[src/rtl/arb_req_ctrl.sv]
// Requester-side companion to a round-robin arbiter: per-client pending counters drive req,
// registered grants retire one pending request each and are presented downstream via valid/ready.
module arb_req_ctrl #(
  parameter int N     = 8,
  parameter int LN    = $clog2(N),
  parameter int DEPTH = 4,
  parameter int CW    = $clog2(DEPTH + 1)
) (
  input  logic             clk,
  input  logic             rst_n,
  input  logic             clk_en_i,
  input  logic [N-1:0]     push_i,
  output logic [N-1:0]     full_o,
  output logic [N-1:0]     ovf_o,
  output logic [N-1:0]     req_o,
  input  logic [LN-1:0]    grant_i,
  input  logic             grant_valid_i,
  output logic             out_valid_o,
  output logic [LN-1:0]    out_id_o,
  input  logic             out_ready_i,
  output logic [CW+LN-1:0] pend_total_o
);

  typedef enum logic {
    IDLE = 1'b0,
    HOLD = 1'b1
  } state_e;

  state_e                  state_q, state_d;
  logic [N-1:0][CW-1:0]    pending_q, pending_d;
  logic [N-1:0]            ovf_q, ovf_d;
  logic [LN-1:0]           out_id_q, out_id_d;
  logic [CW+LN-1:0]        pend_total_q, pend_total_d;

  logic [N-1:0]            hit;
  logic [N-1:0]            retire;
  logic                    slot_free;
  logic                    accept;

  // A grant only counts if it names an in-range client that still has work; stale or
  // out-of-range grants simply match no client.
  for (genvar gi = 0; gi < N; gi++) begin : g_hit
    assign hit[gi] = (grant_i == LN'(gi)) && (pending_q[gi] != '0);
  end

  assign slot_free = (state_q == IDLE) || out_ready_i;
  assign accept    = clk_en_i && grant_valid_i && slot_free && (|hit);
  assign retire    = accept ? hit : '0;

  for (genvar gi = 0; gi < N; gi++) begin : g_client
    logic [CW-1:0] cnt_d;
    logic          ovf_set;

    // Retire-before-add: a push coinciding with a retire never overflows.
    always_comb begin
      cnt_d   = pending_q[gi];
      ovf_set = 1'b0;
      if (retire[gi] && !push_i[gi]) begin
        cnt_d = pending_q[gi] - CW'(1);
      end else if (!retire[gi] && push_i[gi]) begin
        if (pending_q[gi] == CW'(DEPTH)) begin
          ovf_set = 1'b1;
        end else begin
          cnt_d = pending_q[gi] + CW'(1);
        end
      end
    end

    assign pending_d[gi] = cnt_d;
    assign ovf_d[gi]     = ovf_q[gi] | ovf_set;
    assign full_o[gi]    = (pending_q[gi] == CW'(DEPTH));
    assign req_o[gi]     = (pending_q[gi] != '0);
  end

  always_comb begin
    pend_total_d = '0;
    for (int i = 0; i < N; i++) begin
      pend_total_d = pend_total_d + (CW+LN)'(pending_d[i]);
    end
  end

  always_comb begin
    state_d  = state_q;
    out_id_d = out_id_q;
    case (state_q)
      IDLE: begin
        if (accept) begin
          state_d = HOLD;
        end
      end
      HOLD: begin
        if (out_ready_i) begin
          state_d = accept ? HOLD : IDLE;
        end
      end
      default: state_d = IDLE;
    endcase
    if (accept) begin
      out_id_d = grant_i;
    end
  end

  always_ff @(posedge clk or negedge rst_n) begin
    if (!rst_n) begin
      state_q      <= IDLE;
      pending_q    <= '0;
      ovf_q        <= '0;
      out_id_q     <= '0;
      pend_total_q <= '0;
    end else begin
      state_q      <= state_d;
      pending_q    <= pending_d;
      ovf_q        <= ovf_d;
      out_id_q     <= out_id_d;
      pend_total_q <= pend_total_d;
    end
  end

  assign ovf_o        = ovf_q;
  assign out_valid_o  = (state_q == HOLD);
  assign out_id_o     = out_id_q;
  assign pend_total_o = pend_total_q;

endmodule

[config.mk]
export PLATFORM = sky130hd
export DESIGN_NAME = arb_req_ctrl
export DESIGN_NICKNAME = d
export VERILOG_FILES = /design/src/rtl/arb_req_ctrl.sv
export SDC_FILE = /design/constraint.sdc
export NUM_CORES = 1
export LEC_CHECK = 0
export BUFFER_PORTS_ARGS = -buffer_cell sky130_fd_sc_hd__buf_2
export CAP_MARGIN = 20
export CORE_MARGIN = 2
export CORE_UTILIZATION = 55
export CTS_CLUSTER_DIAMETER = 50
export CTS_CLUSTER_SIZE = 40
export DETAILED_ROUTE_END_ITERATION = 16
export GPL_ROUTABILITY_DRIVEN = 0
export PLACE_DENSITY = 0.79
export SLEW_MARGIN = 20
export SYNTH_ARGS = -nofsm -noshare
export SYNTH_HDL_FRONTEND = slang
export SYNTH_SLANG_ARGS = --single-unit
[constraint.sdc]
create_clock -name clk -period 6.2 [get_ports clk]
set_input_delay 1.24 -clock clk [delete_from_list [all_inputs] [get_ports clk]]
set_output_delay 1.24 -clock clk [all_outputs]
set_load 0.01 [all_outputs]
After elaboration in Yosys (flattened, before gate mapping) --
Cells that the tools add are included.
Storage, ports and cells: flip-flop bits (word level) 42, input bits 16
Operators by class: eq/ne operators 15, reductions and logical operators 54, bitwise gates (word level) 9, multiplexer cells 52, $add $sub $neg 23
Operators by type and width (number):
- $mux 3 | 24
- $eq 3x3->1 const B | 12
- $logic_and 1x1->1 | 27
- $mux 1 | 26
- $add 3x1->3 const B | 8
- $add 6x3->6 | 4
- $reduce_bool 3->1 | 8
- $sub 3x1->3 const B | 8
- $logic_not 1->1 | 16
- $mux 8 | 1
- $or 1x1->1 | 8
- $reduce_or 8->1 | 1
- $add 5x3->6 | 1
- $eq 3x2->1 const B | 2
- $add 4x3->5 | 1
- $add 3x3->4 | 1
- $eq 3x1->1 const B | 1
- $logic_not 3->1 | 1
- $pmux 1 s2 | 1
- $logic_or 1x1->1 | 1
- $not 1->1 | 1

Depth between registers and ports, before layout --
word-level depth 16, gate-level depth with buffers 18, mapped depth without buffers 18

Least setup slack after synthesis --
OpenSTA, ideal clock, no wires.
kind input port to flip-flop, start in grant_i[1], end reg pend_total_q[4] (netlist: pend_total_o[4]), arrival 5.331 ns, stages on the path 16, buffers on the path 1, path slack 0.746 ns, path through buf_4 nor3_2 nand4_4 nor3b_2 a311oi_1 a211o_1 fa_1 inv_1 fa_1 fa_1 inv_1 fa_1 inv_1 ha_1 fa_1 xor2_1
On the way: word-level cells in the longest chain between the ends 16, elaborated cells on any way between the ends 66
RTL lines:
- start, declared | RTL line 16 | input logic [LN-1:0] grant_i,
- $eq 3x1->1, or another cell as far along | RTL line 43 | assign hit[gi] = (grant_i == LN'(gi)) && (pending_q[gi] != '0);
- $logic_and 1x1->1 | RTL line 43
- $reduce_or 8->1 | RTL line 47 | assign accept = clk_en_i && grant_valid_i && slot_free && (|hit);
- $logic_and 1x1->1 | RTL line 47
- $mux 8 * | RTL line 48 | assign retire = accept ? hit : '0;
- $logic_not 1->1 | RTL line 60 | end else if (!retire[gi] && push_i[gi]) begin
- $logic_and 1x1->1 | RTL line 60
- $mux 3 | RTL line 60
- $mux 3 | RTL line 58 | if (retire[gi] && !push_i[gi]) begin
- $add 3x3->4 | RTL line 78 | pend_total_d = pend_total_d + (CW+LN)'(pending_d[i]);
- $add 4x3->5 | RTL line 78
- $add 5x3->6 | RTL line 78
- $add 6x3->6 (3 in a row) | RTL line 78
- $add 6x3->6 * | RTL line 78
- via pend_total_d[4] | RTL line 33 | logic [CW+LN-1:0] pend_total_q, pend_total_d;
- end signal, assigned | RTL line 115 | pend_total_q <= pend_total_d;
- end, declared | RTL line 33
The timed path passes the listed nets; every way through them passes the cells marked *. A chain may end at the register's enable or synchronous reset.

Worst setup path in the final report --
start in clk_en_i, end reg pend_total_q[4] (netlist: pend_total_o[4])
On the way: word-level cells in the longest chain between the ends 15, elaborated cells on any way between the ends 51
RTL lines:
- start, declared | RTL line 11 | input logic clk_en_i,
- $logic_and 1x1->1 * (3 in a row) | RTL line 47
- $mux 8 * | RTL line 48
- $logic_not 1->1 | RTL line 60
- $logic_and 1x1->1 | RTL line 60
- $mux 3 | RTL line 60
- $mux 3 | RTL line 58
- $add 3x3->4 | RTL line 78
- $add 4x3->5 | RTL line 78
- $add 5x3->6 | RTL line 78
- $add 6x3->6 (3 in a row) | RTL line 78
- $add 6x3->6 * | RTL line 78
- via pend_total_d[4] | RTL line 33
Marked as above.

==> impl_metrics.yaml <==
status:
  run_status: "finished clean"
detailed_routing:
  wl_per_cell_um: 14.3
  route.detailed.drc: 0
  dr_total_vias: 2397
  first_pass_iteration_count_of_the_detailed_router: 4
  routed_via_density: 5.45
  initialDrtViolationCount: 92
  drtAntennaViolNets: 0
  route.final.wire_length_um: 6280
clocking:
  cts_tree: "done"
  htree_num_levels: 2
  clock_tree.root_cell: "clkbuf_8"
  worst_setup_hold_path_clk_slew_ns: 0.09
  clk_path_buf_depth: 2
  cts_buffers: 5
  worst_skew_pair.late_latency_ns: 0.30
  post_cts_resized: 0
  hold_fix_buffer_count_after_cts: 0
  post_cts.repair.setup_buffers: 0
  tritoncts_sink_count: 42
global_route:
  first_global_vias: 2394
  grt_pass1_wl_um: 10700
  initial_antenna_violation_count: 0
  gr-total-overflow: 0
  grt_start_max_net_pins: 43
  groute.usage.overall_pct: 20.9
sta:
  timing.final.hold_violations: 0
  tightest_slew_ns: 0.953
  slew_headroom_pct: 36.5
  fin_crit_sh_pct: 87.7
  timing.final.max_slew_violations: 0
  finalWorstSetupSlack_ns: 0.765
  fin_tns_setup_ns: 0
  timing.final.setup_violations: 0
  achievable-frequency_mhz: 184
  finalCriticalPeriod_ns: 5.44
  unrepaired_setup_endpoints_after_global_routing: "false"
  skew_ns: 0.00621
floorplanning:
  dieArea_um2: 6610
  num_rows: 28
  initial_core_util_pct: 56.2
  design.portCount: 50
  dieHeight_um: 81.3
  dieWidth_um: 81.3
  design.core.area_um2: 5850
synth:
  synthCells: 310
  synth_seq_cells: 42
  synth.cell_area_um2: 3290
  synth_edf_count: 0
  synth-async-reset-ratio_pct: 100
  sequential_to_total_area_share_from_yosys_stat_pct: 32.0
  post_synth.cell_area_avg_um2: 10.6
  synth_top_flop_cell: "dfrtp_1"
  synth.distinct_cells: 45
  syn_nets: 373
  yosysWarningCount: 0
worst_setup_path:
  crit_family: "adder cells"
  timing.critical_path.from_type: "primary input"
  timing.critical_path.slowest_cell_delay_ns: 0.55
  critical_path_buf_inv_count: 5
  critPathArrivalTime_ns: 5.62
  crit_path_top_delay_cell: "fa_1"
  r2r_setup_slack_ns: 1.30
  crit_required_ns: 6.39
  critical_r2r_launch: "pending_q[0]"
  path_cells: "buf_2, and2_1, buf_4, nand4_4, and3_1, a22oi_1, o31ai_1, fa_1, inv_1, fa_1, fa_1, inv_1, fa_1, inv_1, ha_1, fa_1, xor2_1"
  critical_r2r_capture: "pend_total_o[4]"
  worstRegToRegCells: 17
  critPathMostFrequentCell: "fa_1"
  largest_fanout_of_any_net_on_the_critical_path: 9
  levels_on_crit_path: 17
  critical_path.endpoint_type: "flip-flop"
  setup.worst_path.class: "primary input to flip-flop"
final_layout:
  post-route-util_pct: 63.4
  fin_nets: 427
  antenna-diode-count: 0
  drive_gt1_share_pct: 23.8
  layout-area-overhead-vs-synth_pct: 12.7
job:
  max_cap_viol_count: 0
placed_design:
  place.port_buffers: 49
  hpwlAfterDp_um: 5010
  pre_cts_ws_ns: 0.441
worst_hold_path:
  hold_path_startpoint: "ovf_o[6]"
  timing.hold.worst.class: "flip-flop to flip-flop"
  worst_hold_path.num_cells: 1
  holdPathEnd: "ovf_o[6]"
## flip-flops by register name (all words and copies together), names as in the netlist
signal / flops
pending_q: 24
ovf_o: 8
pend_total_o: 6
out_id_o: 3
out_valid_o: 1
## synth_stat cells (7+ instances only)
library cell	n	area share (%)
a211oi_1	8	1.8
a21oi_1	12	1.8
a31o_2	7	1.9
and2_1	10	1.9
dfrtp_1	42	32
fa_1	17	10
ha_1	30	11
inv_1	41	4.7
nand2_1	11	1.3
nand2b_1	10	1.9
nor2_1	11	1.3
nor2b_1	9	1.7
nor3b_2	7	2.7
o21ai_0	8	1.2
o31a_1	7	1.9
o31ai_1	7	1.6
xnor2_1	11	2.9
## cell usage in the layout, fill, tap and decap left out, drive strengths merged, types with 11 or more instances in the layout
cell type	instances
a21oi	12
buf	51
dfrtp	42
fa	17
ha	30
inv	41
nand2	11
nor2	11
o21ai	11
xnor2	11
## metal layers
layer | track usage [%] | part of all wire [%] | up-vias
li1 | - | - | 1182
met1 | 27.1 | 45 | 1161
met2 | 35.9 | 50 | 45
met3 | 3.78 | 3.2 | 9
met4 | 5.76 | 1.3 | 0
met5 | 0 | 0 | -
## worst max path at each step
stage / from / endpoint / slack [ns]
floorplan: grant_i[1] / pend_total_o[4] / 0.75
global placement: clk_en_i / pend_total_o[4] / 0.56
detailed placement: clk_en_i / pend_total_o[4] / 0.44
CTS: clk_en_i / pend_total_o[4] / 0.77
global route: grant_i[2] / pend_total_o[4] / 0.54
finish: clk_en_i / pend_total_o[4] / 0.76
## cell families (layout without fill, tap and decap cells)
family,Yosys count,after routing,share of synthesized area (%)
xor gates and xnor gates,12,12,3.20
adders and majority gates,49,49,22.4
and+or+nand+nor,91,91,20.8
DFF,42,42,32.0
AOI/OAI and AO/OA,67,67,14.9
muxes,4,4,1.33
buffers and inverters,45,100,5.48
## cell type report
type	count	area, um^2
Timing Repair Buffer	51	260
Tap cell	75	93.8
Multi-Input combinational cell	223	2060
Clock buffer	7	86.3
Fill cell	472	2140
Sequential cell	42	1050
Inverter	41	154
Clock inverter	1	5.00
## stage by stage
step           cells  hold slack, ns  cell area (um^2)
6_report         440           0.460              3710
5_1_grt          440           0.490              3710
4_1_cts          440           0.463              3710
3_5_place_dp     432           0.443              3620
3_3_place_gp     432           0.435              3620
2_1_floorplan    310           0.493              3290
Power is left out: the tool's default activity adds up to more than one toggle a clock period on the data nets, which glitch-free logic cannot reach.
